--- config.mk ---
export PLATFORM = sky130hd
export DESIGN_NAME = multicycle_maindec
export DESIGN_NICKNAME = d
export VERILOG_FILES = /design/src/rtl/legv8_ctrl_pkg.sv /design/src/rtl/op_class_dec.sv /design/src/rtl/multicycle_maindec.sv
export SDC_FILE = /design/constraint.sdc
export NUM_CORES = 1
export LEC_CHECK = 0
export ABC_AREA = 1
export ABC_CLOCK_PERIOD_IN_PS = 1500
export BUFFER_PORTS_ARGS = -buffer_cell sky130_fd_sc_hd__buf_4
export CORE_ASPECT_RATIO = 1.2
export CORE_MARGIN = 10
export CORE_UTILIZATION = 40
export DETAILED_ROUTE_END_ITERATION = 8
export PLACE_DENSITY = 0.76
export SYNTH_ARGS = -nofsm -noshare
export SYNTH_HDL_FRONTEND = slang
export SYNTH_SLANG_ARGS = --single-unit
--- constraint.sdc ---
create_clock -name clk -period 1.5 [get_ports clk]
set_input_delay 0.15 -clock clk [delete_from_list [all_inputs] [get_ports clk]]
set_output_delay 0.15 -clock clk [all_outputs]
set_load 0.02 [all_outputs]
--- src/rtl/legv8_ctrl_pkg.sv ---
// Shared LEGv8 control definitions: FSM state codes, instruction classes,
// opcode match patterns and datapath select encodings.
package legv8_ctrl_pkg;

    typedef enum logic [3:0] {
        ST_FETCH    = 4'd0,
        ST_DECODE   = 4'd1,
        ST_MEMADDR  = 4'd2,
        ST_MEMREAD  = 4'd3,
        ST_MEMWB    = 4'd4,
        ST_MEMWRITE = 4'd5,
        ST_EXEC_R   = 4'd6,
        ST_EXEC_I   = 4'd7,
        ST_ALUWB    = 4'd8,
        ST_BRANCH   = 4'd9,
        ST_JUMP     = 4'd10,
        ST_ERROR    = 4'd11
    } state_e;

    typedef enum logic [2:0] {
        CLS_ILLEGAL = 3'd0,
        CLS_LDUR    = 3'd1,
        CLS_STUR    = 3'd2,
        CLS_RTYPE   = 3'd3,
        CLS_ITYPE   = 3'd4,
        CLS_CBZ     = 3'd5,
        CLS_CBNZ    = 3'd6,
        CLS_B       = 3'd7
    } instr_class_e;

    // Opcode patterns as value/mask pairs; mask bits at 0 are don't-care.
    localparam logic [10:0] MASK_FULL = 11'b111_1111_1111;
    localparam logic [10:0] MASK_CB   = 11'b111_1111_1000;
    localparam logic [10:0] MASK_B    = 11'b111_1110_0000;
    localparam logic [10:0] MASK_IMM  = 11'b111_1111_1110;

    localparam logic [10:0] OP_LDUR = 11'b111_1100_0010;
    localparam logic [10:0] OP_STUR = 11'b111_1100_0000;
    localparam logic [10:0] OP_CBZ  = 11'b101_1010_0000;
    localparam logic [10:0] OP_CBNZ = 11'b101_1010_1000;
    localparam logic [10:0] OP_B    = 11'b000_1010_0000;
    localparam logic [10:0] OP_ADD  = 11'b100_0101_1000;
    localparam logic [10:0] OP_SUB  = 11'b110_0101_1000;
    localparam logic [10:0] OP_AND  = 11'b100_0101_0000;
    localparam logic [10:0] OP_ORR  = 11'b101_0101_0000;
    localparam logic [10:0] OP_ADDI = 11'b100_1000_1000;
    localparam logic [10:0] OP_SUBI = 11'b110_1000_1000;

    localparam logic [1:0] SRCB_REG   = 2'b00;
    localparam logic [1:0] SRCB_FOUR  = 2'b01;
    localparam logic [1:0] SRCB_IMM   = 2'b10;
    localparam logic [1:0] SRCB_BROFF = 2'b11;

    localparam logic [1:0] ALUOP_ADD   = 2'b00;
    localparam logic [1:0] ALUOP_PASSB = 2'b01;
    localparam logic [1:0] ALUOP_RTYPE = 2'b10;
    localparam logic [1:0] ALUOP_IMM   = 2'b11;

    function automatic logic op_match(input logic [10:0] op,
                                      input logic [10:0] value,
                                      input logic [10:0] mask);
        return ((op & mask) == (value & mask));
    endfunction

    // States that talk to memory and therefore wait for ready.
    function automatic logic is_mem_state(input state_e s);
        return (s == ST_FETCH) || (s == ST_MEMREAD) || (s == ST_MEMWRITE);
    endfunction

endpackage

--- src/rtl/op_class_dec.sv ---
// Combinational LEGv8 opcode classifier, shared by the single- and
// multicycle control paths.
module op_class_dec
    import legv8_ctrl_pkg::*;
#(
    parameter bit HAS_IMM = 1'b1
)(
    input  logic [10:0]  Op,
    output instr_class_e op_class
);

    // Priority-free decode: the patterns are mutually exclusive.
    always_comb begin
        op_class = CLS_ILLEGAL;
        if (op_match(Op, OP_LDUR, MASK_FULL)) begin
            op_class = CLS_LDUR;
        end else if (op_match(Op, OP_STUR, MASK_FULL)) begin
            op_class = CLS_STUR;
        end else if (op_match(Op, OP_CBZ, MASK_CB)) begin
            op_class = CLS_CBZ;
        end else if (op_match(Op, OP_CBNZ, MASK_CB)) begin
            op_class = CLS_CBNZ;
        end else if (op_match(Op, OP_B, MASK_B)) begin
            op_class = CLS_B;
        end else if (op_match(Op, OP_ADD, MASK_FULL) || op_match(Op, OP_SUB, MASK_FULL) ||
                     op_match(Op, OP_AND, MASK_FULL) || op_match(Op, OP_ORR, MASK_FULL)) begin
            op_class = CLS_RTYPE;
        end else if (HAS_IMM && (op_match(Op, OP_ADDI, MASK_IMM) ||
                                 op_match(Op, OP_SUBI, MASK_IMM))) begin
            op_class = CLS_ITYPE;
        end else begin
            op_class = CLS_ILLEGAL;
        end
    end

endmodule

--- src/rtl/multicycle_maindec.sv ---
// Multicycle LEGv8 control FSM for a shared-memory datapath, with memory
// ready handshake, optional wait timeout and illegal-opcode reporting.
module multicycle_maindec
    import legv8_ctrl_pkg::*;
#(
    parameter bit          HAS_IMM       = 1'b1,
    parameter bit          MEM_HANDSHAKE = 1'b1,
    parameter int unsigned MEM_TIMEOUT   = 32'd0
)(
    input  logic        clk,
    input  logic        reset,
    input  logic [10:0] Op,
    input  logic        Zero,
    input  logic        mem_ready,
    output logic        Reg2Loc,
    output logic        MemtoReg,
    output logic        RegWrite,
    output logic        MemRead,
    output logic        MemWrite,
    output logic        IRWrite,
    output logic        PCWrite,
    output logic        IorD,
    output logic        ALUSrcA,
    output logic [1:0]  ALUSrcB,
    output logic [1:0]  ALUOp,
    output logic        PCSrc,
    output logic        illegal_op,
    output logic        mem_err,
    output logic [3:0]  state_o
);

    localparam logic [7:0] TIMEOUT_C = 8'(MEM_TIMEOUT);

    state_e       state_r;
    state_e       state_nxt_s;
    logic [7:0]   wait_cnt_r;
    logic         mem_err_r;
    logic         ready_s;
    logic         timeout_s;
    instr_class_e cls_s;
    logic         reg_write_s;
    logic         mem_write_s;
    logic         ir_write_s;
    logic         pc_write_s;
    logic         illegal_s;

    op_class_dec #(.HAS_IMM(HAS_IMM)) u_op_class_dec (
        .Op       (Op),
        .op_class (cls_s)
    );

    // Effective memory ready after applying the handshake option.
    always_comb begin
        if (MEM_HANDSHAKE) begin
            ready_s = mem_ready;
        end else begin
            ready_s = 1'b1;
        end
    end

    // Only meaningful in memory states; ready wins over timeout.
    assign timeout_s = (TIMEOUT_C != 8'd0) && !ready_s && (wait_cnt_r == TIMEOUT_C);

    // State register.
    always_ff @(posedge clk) begin
        if (reset) begin
            state_r <= ST_FETCH;
        end else begin
            state_r <= state_nxt_s;
        end
    end

    // Wait counter: restarts on any state change, counts not-ready cycles.
    always_ff @(posedge clk) begin
        if (reset) begin
            wait_cnt_r <= 8'd0;
        end else if (state_nxt_s != state_r) begin
            wait_cnt_r <= 8'd0;
        end else if (is_mem_state(state_r) && !ready_s && (wait_cnt_r != 8'hFF)) begin
            wait_cnt_r <= wait_cnt_r + 8'd1;
        end else begin
            wait_cnt_r <= wait_cnt_r;
        end
    end

    // Sticky memory timeout flag, cleared only by reset.
    always_ff @(posedge clk) begin
        if (reset) begin
            mem_err_r <= 1'b0;
        end else if (state_nxt_s == ST_ERROR) begin
            mem_err_r <= 1'b1;
        end else begin
            mem_err_r <= mem_err_r;
        end
    end

    // Next-state logic.
    always_comb begin
        state_nxt_s = state_r;
        case (state_r)
            ST_FETCH: begin
                if (ready_s)        state_nxt_s = ST_DECODE;
                else if (timeout_s) state_nxt_s = ST_ERROR;
                else                state_nxt_s = ST_FETCH;
            end
            ST_DECODE: begin
                case (cls_s)
                    CLS_LDUR, CLS_STUR: state_nxt_s = ST_MEMADDR;
                    CLS_RTYPE:          state_nxt_s = ST_EXEC_R;
                    CLS_ITYPE:          state_nxt_s = ST_EXEC_I;
                    CLS_CBZ, CLS_CBNZ:  state_nxt_s = ST_BRANCH;
                    CLS_B:              state_nxt_s = ST_JUMP;
                    default:            state_nxt_s = ST_FETCH;
                endcase
            end
            ST_MEMADDR: begin
                if (cls_s == CLS_STUR) state_nxt_s = ST_MEMWRITE;
                else                   state_nxt_s = ST_MEMREAD;
            end
            ST_MEMREAD: begin
                if (ready_s)        state_nxt_s = ST_MEMWB;
                else if (timeout_s) state_nxt_s = ST_ERROR;
                else                state_nxt_s = ST_MEMREAD;
            end
            ST_MEMWRITE: begin
                if (ready_s)        state_nxt_s = ST_FETCH;
                else if (timeout_s) state_nxt_s = ST_ERROR;
                else                state_nxt_s = ST_MEMWRITE;
            end
            ST_MEMWB:   state_nxt_s = ST_FETCH;
            ST_EXEC_R:  state_nxt_s = ST_ALUWB;
            ST_EXEC_I:  state_nxt_s = ST_ALUWB;
            ST_ALUWB:   state_nxt_s = ST_FETCH;
            ST_BRANCH:  state_nxt_s = ST_FETCH;
            ST_JUMP:    state_nxt_s = ST_FETCH;
            ST_ERROR:   state_nxt_s = ST_ERROR;
            default:    state_nxt_s = ST_FETCH;
        endcase
    end

    // Output decode per state; anything not set here stays 0.
    always_comb begin
        Reg2Loc     = 1'b0;
        MemtoReg    = 1'b0;
        reg_write_s = 1'b0;
        MemRead     = 1'b0;
        mem_write_s = 1'b0;
        ir_write_s  = 1'b0;
        pc_write_s  = 1'b0;
        IorD        = 1'b0;
        ALUSrcA     = 1'b0;
        ALUSrcB     = SRCB_REG;
        ALUOp       = ALUOP_ADD;
        PCSrc       = 1'b0;
        illegal_s   = 1'b0;
        case (state_r)
            ST_FETCH: begin
                MemRead = 1'b1;
                ALUSrcB = SRCB_FOUR;
                if (ready_s) begin
                    ir_write_s = 1'b1;
                    pc_write_s = 1'b1;
                end else begin
                    ir_write_s = 1'b0;
                    pc_write_s = 1'b0;
                end
            end
            ST_DECODE: begin
                Reg2Loc   = (cls_s == CLS_STUR) || (cls_s == CLS_CBZ) || (cls_s == CLS_CBNZ);
                illegal_s = (cls_s == CLS_ILLEGAL);
            end
            ST_MEMADDR: begin
                ALUSrcA = 1'b1;
                ALUSrcB = SRCB_IMM;
            end
            ST_MEMREAD: begin
                MemRead = 1'b1;
                IorD    = 1'b1;
            end
            ST_MEMWB: begin
                reg_write_s = 1'b1;
                MemtoReg    = 1'b1;
            end
            ST_MEMWRITE: begin
                mem_write_s = 1'b1;
                IorD        = 1'b1;
                Reg2Loc     = 1'b1;
            end
            ST_EXEC_R: begin
                ALUSrcA = 1'b1;
                ALUOp   = ALUOP_RTYPE;
            end
            ST_EXEC_I: begin
                ALUSrcA = 1'b1;
                ALUSrcB = SRCB_IMM;
                ALUOp   = ALUOP_IMM;
            end
            ST_ALUWB: begin
                reg_write_s = 1'b1;
            end
            ST_BRANCH: begin
                Reg2Loc = 1'b1;
                ALUSrcA = 1'b1;
                ALUOp   = ALUOP_PASSB;
                PCSrc   = 1'b1;
                if (cls_s == CLS_CBZ)       pc_write_s = Zero;
                else if (cls_s == CLS_CBNZ) pc_write_s = ~Zero;
                else                        pc_write_s = 1'b0;
            end
            ST_JUMP: begin
                pc_write_s = 1'b1;
                PCSrc      = 1'b1;
            end
            ST_ERROR: begin
                illegal_s = 1'b0;
            end
            default: begin
                illegal_s = 1'b0;
            end
        endcase
    end

    // Architectural writes are suppressed in a reset cycle so an abandoned
    // instruction leaves no side effects.
    assign RegWrite   = reg_write_s & ~reset;
    assign MemWrite   = mem_write_s & ~reset;
    assign IRWrite    = ir_write_s  & ~reset;
    assign PCWrite    = pc_write_s  & ~reset;
    assign illegal_op = illegal_s   & ~reset;
    assign mem_err    = mem_err_r;
    assign state_o    = state_r;

endmodule

=== After elaboration in Yosys (flattened, before gate mapping) ===
Index checks and enable logic that the tools add are counted.

* Multiplexer cells: 29
* Equality and inequality tests: 30
* Reduce and logical (&&, ||, !) cells: 18
* Bitwise operators: 7

{| class="wikitable"
|+ Operators with widths
! cell !! count
|-
| 11-bit equality test (second input constant) || 6
|-
| 3-bit 2-to-1 mux || 10
|-
| 4-bit case mux with 7 select lines || 1
|-
| 10-bit equality test (second input constant) || 2
|-
| 4-bit equality test (second input constant) || 5
|-
| 4-bit case mux with 5 select lines || 1
|-
| 2-bit OR reduction || 9
|-
| 4-bit by 3-bit equality test with 1-bit output (second input constant) || 4
|-
| 8-bit equality test (second input constant) || 2
|-
| 1-bit 2-to-1 mux || 13
|-
| 3-bit equality test (second input constant) || 4
|-
| 4-bit by 2-bit equality test with 1-bit output (second input constant) || 2
|-
| 3-bit by 2-bit equality test with 1-bit output (second input constant) || 2
|-
| 6-bit by 3-bit equality test with 1-bit output (second input constant) || 1
|-
| 1-bit logical OR || 6
|-
| 2-bit case mux with 3 select lines || 1
|-
| 1-bit AND || 5
|-
| 4-bit by 1-bit equality test with 1-bit output (second input constant) || 1
|-
| 4-bit zero test || 1
|-
| 2-bit case mux with 2 select lines || 1
|-
| 4-bit OR reduction || 1
|-
| 3-bit by 1-bit equality test with 1-bit output (second input constant) || 1
|-
| 3-bit zero test || 1
|-
| 1-bit case mux with 3 select lines || 1
|-
| 2 further kinds || 3
|}

* Logic and storage cells: 86
* Output and inout bits: 20
* Bits in registers: 5

=== Depth between registers and ports, before layout ===
Gate-level depths: netlist of the first run.

* Depth in word-level cells: 15
* Gate-level depth with buffers: 10

=== By module ===
A second synthesis of the first run with hierarchy kept.

* Cell total of the unflattened synthesis: 151
* Area total of the unflattened synthesis: 785.8 µm²

{| class="wikitable"
|+ Modules (own cells, without submodules)
! module !! instances !! area an instance (µm²) !! sequential area each (µm²) !! cells each
|-
| multicycle_maindec || 1 || 533.0 || 100.1 || 96
|-
| op_class_dec || 1 || 252.7 || 0.0 || 55
|}

=== Worst setup path after synthesis of the first run ===
OpenSTA, ideal clock, no wires.

* Path kind: flip-flop to output port
* From: register state_r[2] (netlist: state_o[2])
* To: output port ALUSrcA
* Arrival: 1399 ps
* Data required time: 1350 ps
* Stages on the path, launching flop included: 7
* Setup slack: -49 ps
* Cells stage by stage: dfxtp_1 -> inv_1 -> nor2_2 -> inv_1 -> nor2_1 -> inv_1 -> nand3_1

* Word-level cells in the longest chain between the ends: 3

{| class="wikitable"
|+ RTL lines
! what !! line !! source
|-
| from (decl) || multicycle_maindec.sv:34 || <nowiki>state_e state_r;</nowiki>
|-
| from (signal assigned) || multicycle_maindec.sv:69 || <nowiki>state_r <= state_nxt_s;</nowiki>
|-
| 4-bit equality test, or another cell as far along || multicycle_maindec.sv:156 || <nowiki>case (state_r)</nowiki>
|-
| 4-bit OR reduction (no source line) * || - ||
|-
| 1-bit 2-to-1 mux * || multicycle_maindec.sv:156 ||
|-
| to (decl) || multicycle_maindec.sv:23 || <nowiki>output logic ALUSrcA,</nowiki>
|}

Every way passes the cells marked *; elsewhere a longest branch is shown, timed or not.

=== Worst setup path after layout of the first run ===
* From: register state_r[0] (netlist: state_o[0])
* To: output port PCWrite

* Word-level cells in the longest chain between the ends: 3

{| class="wikitable"
|+ RTL lines
! what !! line !! source
|-
| 4-bit equality test / 4-bit zero test (equally long branches) || multicycle_maindec.sv:156 ||
|-
| 1-bit case mux with 3 select lines * || multicycle_maindec.sv:156 ||
|-
| 1-bit AND * || multicycle_maindec.sv:228 || <nowiki>assign PCWrite = pc_write_s & ~reset;</nowiki>
|-
| to (decl) || multicycle_maindec.sv:21 || <nowiki>output logic PCWrite,</nowiki>
|}

Marked as above.

==> out/qor.csv, run 1 <==
metric,value,unit
via count of the first global-routing pass,986,
clk_lat worst skew,250,ps
WL met3,293,µm
ratio of cells with drive above 1 in the final layout,40.3,%
sequential area share after synthesis,12.5,%
vias,1031,
Die Width,60.9,µm
wire per inst,12.3,µm
CP max stage cell,dfxtp_4,
final hold violation count,0,
global route total overflow,0,
Synthesized Nets,163,
Post-CTS Setup Inserts,0,
crit end category,output port,
Mapped Cells,148,
Max-Cap Viols,0,
fin. max-slew vios,0,
M1 WL,892,µm
root cell of the clock tree,clkbuf_4,
Layout area overhead,42.9,%
Synth area leader,nand2_1,
"Distinct cells, synth",24,
DP HPWL,2240,µm
Starting Density,42.8,%
# fillers,186,
Top Ports,35,
"slowest stage delay, CP",360,ps
total track usage,12.0,%
Pwr per Cell Area,413,nW/µm²
number of synthesized register bits,5,
"Min Clock Period, post-route",1500,ps
Arrival @ worst endpoint,1350,ps
worst-path maximum fanout,4,
H-tree depth,1,
most frequent CP cell,nor2_4,
# diodes,0,
Syn Std Cell Area,802,µm²
Clock Skew,3.37,ps
Worst Tran Pin Value,278,ps
final worst path period share,99.7,%
Hold Crit Class,input port to register,
die height,69.1,µm
DRC,0,
status,finished clean,
row count,17,
crit path launch type,register,
drt total wl,2530,µm
final setup violation count,0,
worst-path cell chain,"inv_2, nor2_4, inv_4, nor2_4, nand3_1, a31oi_1, buf_4",
highest routed layer,met4,
DRT iter0 DRCs,26,
DRT antenna net count,0,
DR WL met2,1270,µm
core area,1870,µm²
vias per cell,5.03,
Synth top area share,17.8,%
CTS tree,yes,
placed cells,201,
FF-to-FF setup slack,300,ps
critical path type,register to output port,
largest net degree at the start of global routing,11,
global-route wire length before repair,4210,µm
"top cells by area, synth","nand2_1 18%, nor2_1 13%, dfxtp_1 12%",
worst vdd ir,0.290,mV
Syn Area/Cell,5.42,µm²
first drt pass iteration count,4,
initial antenna violation count,0,
LEAKAGE,0.656,nW
clock slew seen by the registers of the worst setup and hold paths,40,ps
die area,4200,µm²
Num CTS Buffers,3,
# port buffers,34,
Placer Congestion,0.923,
setup TNS,0,ps
unrepaired setup endpoints after global routing,true,
worst rel slew slack,81.4,%
clk sink count,5,
Syn. warnings,0,
fmax,668,MHz
Worst EP required,1350,ps
CTS Buffer Depth,2,
Non-Filler Instances,205,
nets,202,
==> sequential cells by signal (all words and copies together), names as in the netlist <==
register	flops
state_o	4
mem_err	1
==> Yosys cell counts (all sizes together) <==
cell and count:
a211oi 1, a21boi 1, a21oi 3, a31oi 2, and3 1, clkbuf 1, dfxtp 5, inv 32
nand2 43, nand3 14, nand4 3, nor2 35, nor3 5, o211ai 1, o21ai 1
==> per-layer routing <==
layer  vias to the layer above  track usage, %
met2                        48            20.9
met4                         0            7.06
li1                        535               -
met5                         -               0
met3                         9            4.75
met1                       439            11.0
==> stage by stage <==
stage                     setup WS [ps]  util, %  power, mW  instance area (µm²)  hold slack [ps]
after CTS                         -4.34     60.2      0.477                 1130              139
final                              4.02     61.2      0.473                 1150              143
after global placement              136     58.1      0.310                 1090              399
after global routing              -72.1     61.2      0.507                 1150              143
after floorplan                   -1.14        -      0.238                  805              476
after detailed placement            116     58.1      0.313                 1090              402
==> critical path: cells and delay by family (launching register included) <==
kind / cells / cell delay, ps
buffers and inverters: 3 / 300
AND/OR/NAND/NOR: 3 / 280
AO/OA/AOI/OAI: 1 / 170
flip-flops: 1 / 360
==> area by class of cell <==
cell class              count  area, µm²  area share, %
repair buffers             35        263           22.9
clock buffers               4       26.3           2.29
well taps                  19       23.8           2.07
multi-input cells         110        601           52.4
flip-flops and latches      5        110           9.61
inverters                  32        123           10.7
==> power by group <==
part | leakage (nW) | internal [mW] | total [mW] | switching, mW
Sequential | 0.0430 | 0.134 | 0.137 | 0.00353
Clock | 0.0150 | 0.101 | 0.159 | 0.0585
Combinational | 0.598 | 0.0701 | 0.177 | 0.106
Total | 0.656 | 0.305 | 0.473 | 0.168
==> layout by cell type (no fill, tap or decap), types with 4 or more instances in the layout <==
cell type / synthesis / final
nand2_1: 38 / 36
buf_4: 0 / 35
inv_1: 26 / 25
nor2_1: 27 / 24
nand3_1: 11 / 11
nand2_2: 5 / 7
inv_2: 6 / 6
nor2_4: 4 / 6
nor2_2: 3 / 4
==> cell families after synthesis <==
kind of cell    synth area share, %
compound gates                 7.80
flops                          12.5
buf+inv                        15.4
simple gates                   64.3
==> worst paths after layout <==
| kind | cells after the start | to | start |
|---|---|---|---|
| max | 7 | PCWrite | state_o[0]$_SDFF_PP0_ |
| min | 2 | state_o[2]$_SDFF_PP0_ | reset |
| max reg2reg | 8 | state_o[2]$_SDFF_PP0_ | state_o[2]$_SDFF_PP0_ |
| min reg2reg | 2 | mem_err$_SDFFE_PP0N_ | mem_err$_SDFFE_PP0N_ |
==> timing repair <==
item / in CTS / in global routing
hold buffers: 0 / 0
gates resized for setup: 6 / 8
endpoints found under the setup margin: 6 / 10
pin swaps: 1 / 1
hold endpoints to repair: 0 / 0
Power figures use the tool's default switching activity.
==> inputs of run 2 (changes only) <==
CELL_PAD_IN_SITES_DETAIL_PLACEMENT = 1   (was default)
CELL_PAD_IN_SITES_GLOBAL_PLACEMENT = 2   (was default)
CORE_UTILIZATION = 21   (was 40)
CTS_CLUSTER_DIAMETER = 200   (was default)
HOLD_SLACK_MARGIN = 0.15   (was default)
PLACE_DENSITY = 0.83   (was 0.76)
==> out/qor.csv, run 2 (synthesis gave the netlist of run 1 again) <==
metric,value,unit,change
setup TNS,0,ps,unchanged
total track usage,9.04,%,was 12.0%
Arrival @ worst endpoint,1310,ps,was 1350 ps
Clock Skew,1.96,ps,was 3.37 ps
Worst Tran Pin Value,223,ps,was 278 ps
hold_buf cts,0,,unchanged
vias per cell,4.28,,was 5.03
most frequent cells in the layout,"35 x nand2_1, 35 x buf_4, 25 x inv_1",,"was 36 x nand2_1, 35 x buf_4, 25 x inv_1"
Final Util,33.8,%,was 61.2%
fmax,687,MHz,was 668 MHz
clk_lat worst skew,220,ps,was 250 ps
row count,24,,was 17
Final WS setup,43.6,ps,was 4.02 ps
die area,6700,µm²,was 4200 µm²
DP HPWL,2650,µm,was 2240 µm
Place WS,81.1,ps,was 116 ps
crit end category,output port,,unchanged
Hold Crit Class,input port to register,,unchanged
worst-path maximum fanout,4,,unchanged
initial antenna violation count,0,,unchanged
global route total overflow,0,,unchanged
max FFs per register,4,,unchanged
clk sink count,5,,unchanged
Num CTS Buffers,3,,unchanged
Non-Filler Instances,238,,was 205
"Min Clock Period, post-route",1460,ps,was 1500 ps
LEAKAGE,0.666,nW,was 0.656 nW
crit path launch type,register,,unchanged
CTS Buffer Depth,2,,unchanged
worst rel slew slack,85.0,%,was 81.4%
first drt pass iteration count,4,,unchanged
Worst EP required,1350,ps,about the same
via count of the first global-routing pass,1111,,was 986
# diodes,0,,unchanged
DRT antenna net count,0,,unchanged
critical path type,register to output port,,unchanged
fin. max-slew vios,0,,unchanged
placed cells,233,,was 201
nets,202,,unchanged
Top Ports,35,,unchanged
final hold violation count,0,,unchanged
# fillers,512,,was 186
vias,1019,,was 1031
CTS tree,yes,,unchanged
unrepaired setup endpoints after global routing,true,,unchanged
final worst path period share,97.1,%,was 99.7%
die height,87.7,µm,was 69.1 µm
DRT iter0 DRCs,38,,was 26
H-tree depth,1,,unchanged
Starting Density,21.9,%,was 42.8%
core area,3660,µm²,was 1870 µm²
Pwr per Cell Area,465,nW/µm²,was 413 nW/µm²
worst vdd ir,0.148,mV,was 0.290 mV
Max-Cap Viols,0,,unchanged
WHS,182,ps,was 143 ps
status,finished clean,,unchanged
Placer Congestion,0.890,,was 0.923
clock slew seen by the registers of the worst setup and hold paths,40,ps,about the same
largest net degree at the start of global routing,11,,unchanged
root cell of the clock tree,clkbuf_8,,was clkbuf_4
wire per inst,12.6,µm,was 12.3 µm
final setup violation count,0,,unchanged
drt total wl,3000,µm,was 2530 µm
Die Width,76.4,µm,was 60.9 µm
DRC,0,,unchanged
ratio of cells with drive above 1 in the final layout,44.1,%,was 40.3%
global-route wire length before repair,5130,µm,was 4210 µm
Layout area overhead,54.3,%,was 42.9%
# port buffers,34,,unchanged
-- run 2: cell count changes in the layout (fill, tap and decap cells not counted), moves of 2 or more --
cell and delta:
clkbuf_8 +3, nor2_1 -4, nor2_2 +2, clkbuf_4 -3, nor2_4 +2
-- run 2: report_power, final --
part	switching, mW	internal [mW]	total, mW	leakage (nW)
clock	0.0658	0.182	0.248	0.0228
sequential	0.00439	0.136	0.140	0.0427
combinational	0.112	0.0740	0.186	0.601
-- run 2: metrics by stage --
step	instance area, µm²	total power [mW]
after floorplan	805	0.238
after global placement	1120	0.314
after detailed placement	1120	0.316
after CTS	1180	0.571
after global routing	1240	0.609
final	1240	0.575
-- run 2: area by class of cell --
| cell class | instances | area [µm²] | area share (%) |
|---|---|---|---|
| multi-input combinational | 110 | 632 | 51.1 |
| timing repair buffer | 35 | 263 | 21.2 |
| inverter | 32 | 125 | 10.1 |
| sequential | 5 | 108 | 8.70 |
| tap | 52 | 65.1 | 5.26 |
| clock buffer | 4 | 45.0 | 3.64 |
-- run 2: worst max-delay path, cell delays in order (launching register included) --
cell and delay, ps:
dfxtp_4 360, inv_2 60, nor2_4 110, inv_4 70, nor2_4 120, nand3_2 80
a31oi_1 130, buf_4 160
-- run 2: path summary, 6_finish.rpt --
check / from / end / slack [ps] / cells past startpoint
worst max-delay path: state_o[0]$_SDFF_PP0_ / PCWrite / 40 / 7
worst min-delay path: reset / state_o[1]$_SDFF_PP0_ / 180 / 2
worst max register to register: state_o[0]$_SDFF_PP0_ / state_o[2]$_SDFF_PP0_ / 270 / 8
worst min register to register: mem_err$_SDFFE_PP0N_ / mem_err$_SDFFE_PP0N_ / 460 / 2
-- run 2: metal layers --
metal	vias up	part of all wire [%]	track usage [%]
li1	529	-	-
met1	463	45	10.4
met2	25	53	17.6
met3	2	1.5	0.615
met4	0	0.60	2.54
met5	-	0	0
-- run 2: what timing repair did --
action,in CTS,in global routing
resized for setup,8,15
buffers inserted,0,1
endpoints found under the setup margin,7,6
endpoints found under the hold margin,0,0
cloned,0,0
pin swaps,0,3
==> inputs of run 3 (changes only) <==
==> constraint.sdc (replaced) <==
create_clock -name clk -period 1.5 [get_ports clk]
set_input_delay 0.15 -clock clk [delete_from_list [all_inputs] [get_ports clk]]
set_output_delay 0.15 -clock clk [all_outputs]
set_load 0.05 [all_outputs]
==> out/qor.csv, run 3 (synthesis gave the netlist of run 1 again) <==
metric,value,unit,change
max FFs per register,4,,unchanged
CTS Buffer Depth,2,,unchanged
H-tree depth,1,,unchanged
ratio of cells with drive above 1 in the final layout,50.0,%,was 44.1%
wire per inst,12.8,µm,was 12.6 µm
drt total wl,3120,µm,was 3000 µm
most frequent cells in the layout,"35 x nand2_1, 33 x buf_4, 21 x inv_1",,"was 35 x nand2_1, 35 x buf_4, 25 x inv_1"
Pwr Total,626,µW,was 575 µW
global route total overflow,0,,unchanged
die height,87.7,µm,unchanged
highest routed layer,met4,,unchanged
largest net degree at the start of global routing,11,,unchanged
Top Ports,35,,unchanged
crit path launch type,register,,unchanged
Clock Skew,1.36,ps,was 1.96 ps
LEAKAGE,0.705,nW,was 0.666 nW
DP HPWL,2670,µm,was 2650 µm
# diodes,0,,unchanged
first drt pass iteration count,4,,unchanged
final worst path period share,101,%,was 97.1%
DRT antenna net count,0,,unchanged
total track usage,9.12,%,was 9.04%
Starting Density,21.9,%,unchanged
worst-path maximum fanout,4,,unchanged
Place WS,34.9,ps,was 81.1 ps
status,"finished, violations left",,was finished clean
Placer Congestion,0.832,,was 0.890
placed cells,235,,was 233
worst vdd ir,0.183,mV,was 0.148 mV
core area,3660,µm²,unchanged
fin. max-slew vios,0,,unchanged
Die Width,76.4,µm,unchanged
DR WL met2,1660,µm,was 1590 µm
critical path type,register to output port,,unchanged
M1 WL,1260,µm,was 1350 µm
worst rel slew slack,83.5,%,was 85.0%
hold_buf cts,0,,unchanged
crit end category,output port,,unchanged
global-route wire length before repair,5230,µm,was 5130 µm
Worst Tran Pin Value,247,ps,was 223 ps
DRT iter0 DRCs,27,,was 38
Non-Filler Instances,244,,was 238
Arrival @ worst endpoint,1370,ps,was 1310 ps
WL met3,146,µm,was 45 µm
nets,208,,was 202
Worst EP required,1350,ps,about the same
Layout area overhead,69.9,%,was 54.3%
root cell of the clock tree,clkbuf_8,,unchanged
vias per cell,4.34,,was 4.28
DRC,0,,unchanged
row count,24,,unchanged
initial antenna violation count,0,,unchanged
Seq. cell area,115,µm²,was 108 µm²
Hold Crit Class,input port to register,,unchanged
area occupied by multi-input gates,674,µm²,was 632 µm²
setup TNS,-20.6,ps,was 0 ps
Max-Cap Viols,0,,unchanged
Num CTS Buffers,3,,unchanged
clock slew seen by the registers of the worst setup and hold paths,40,ps,about the same
"Min Clock Period, post-route",1520,ps,was 1460 ps
vias,1060,,was 1019
# port buffers,34,,unchanged
# fillers,517,,was 512
Pwr per Cell Area,459,nW/µm²,was 465 nW/µm²
unrepaired setup endpoints after global routing,true,,unchanged
CTS tree,yes,,unchanged
"leading cell type in the layout, fill and taps excluded",nand2_1,,
final setup violation count,1,,was 0
fmax,658,MHz,was 687 MHz
WHS,211,ps,was 182 ps
via count of the first global-routing pass,1210,,was 1111
final hold violation count,0,,unchanged
clk sink count,5,,unchanged
failing checks,setup timing,,
die area,6700,µm²,unchanged
Final WS setup,-20.6,ps,was 43.6 ps
clk_lat worst skew,230,ps,was 220 ps
==> run 3: cell types whose count changed in the layout (fill, tap and decap cells not counted), sizes merged <==
cell,previous run,this run
buf,35,41
==> run 3: critical path, cell delays in order (launching register included) <==
cell and delay, ps:
dfxtp_4 360, nor2_2 150, nand2_2 90, nor2_1 120, inv_2 80, a31oi_4 180, buf_6 180
==> run 3: per-layer routing <==
| layer | vias to the layer above | GRT usage, % |
|---|---|---|
| met4 | 0 | 4.06 |
| met5 | - | 0 |
| met3 | 6 | 0.922 |
| li1 | 541 | - |
| met2 | 37 | 18.3 |
| met1 | 476 | 9.33 |
==> run 3: final cells by class <==
cell class                      count  share of cell area [%]
Multi-Input combinational cell    110                    49.5
Clock buffer                        4                    3.31
Sequential cell                     5                    8.45
Timing Repair Buffer               41                    24.8
Tap cell                           52                    4.78
Inverter                           32                    9.18
==> run 3: timing repair <==
| item | CTS | global route |
|---|---|---|
| gates cloned | 0 | 0 |
| setup buffers | 4 | 1 |
| pin swaps | 6 | 3 |
| gates resized for setup | 17 | 10 |
| endpoints found under the setup margin | 6 | 10 |
==> run 3: metrics by stage <==
stage	area [µm²]	utilization, %
CTS	1330	36.2
global placement	1200	32.8
floorplan	871	-
detailed placement	1200	32.8
global route	1360	37.2
finish	1360	37.2
==> run 3: path summary, 6_finish.rpt <==
check	from	to	slack [ps]	cells past startpoint
worst max-delay path	state_o[0]$_SDFF_PP0_	PCWrite	-20	6
worst max register to register	state_o[0]$_SDFF_PP0_	state_o[2]$_SDFF_PP0_	240	9
worst min register to register	mem_err$_SDFFE_PP0N_	mem_err$_SDFFE_PP0N_	490	2
worst min-delay path	reset	state_o[2]$_SDFF_PP0_	210	2
==> run 3: power breakdown <==
part	internal, mW	switching (mW)
registers	0.131	0.00480
logic	0.0827	0.150
clock network	0.183	0.0747
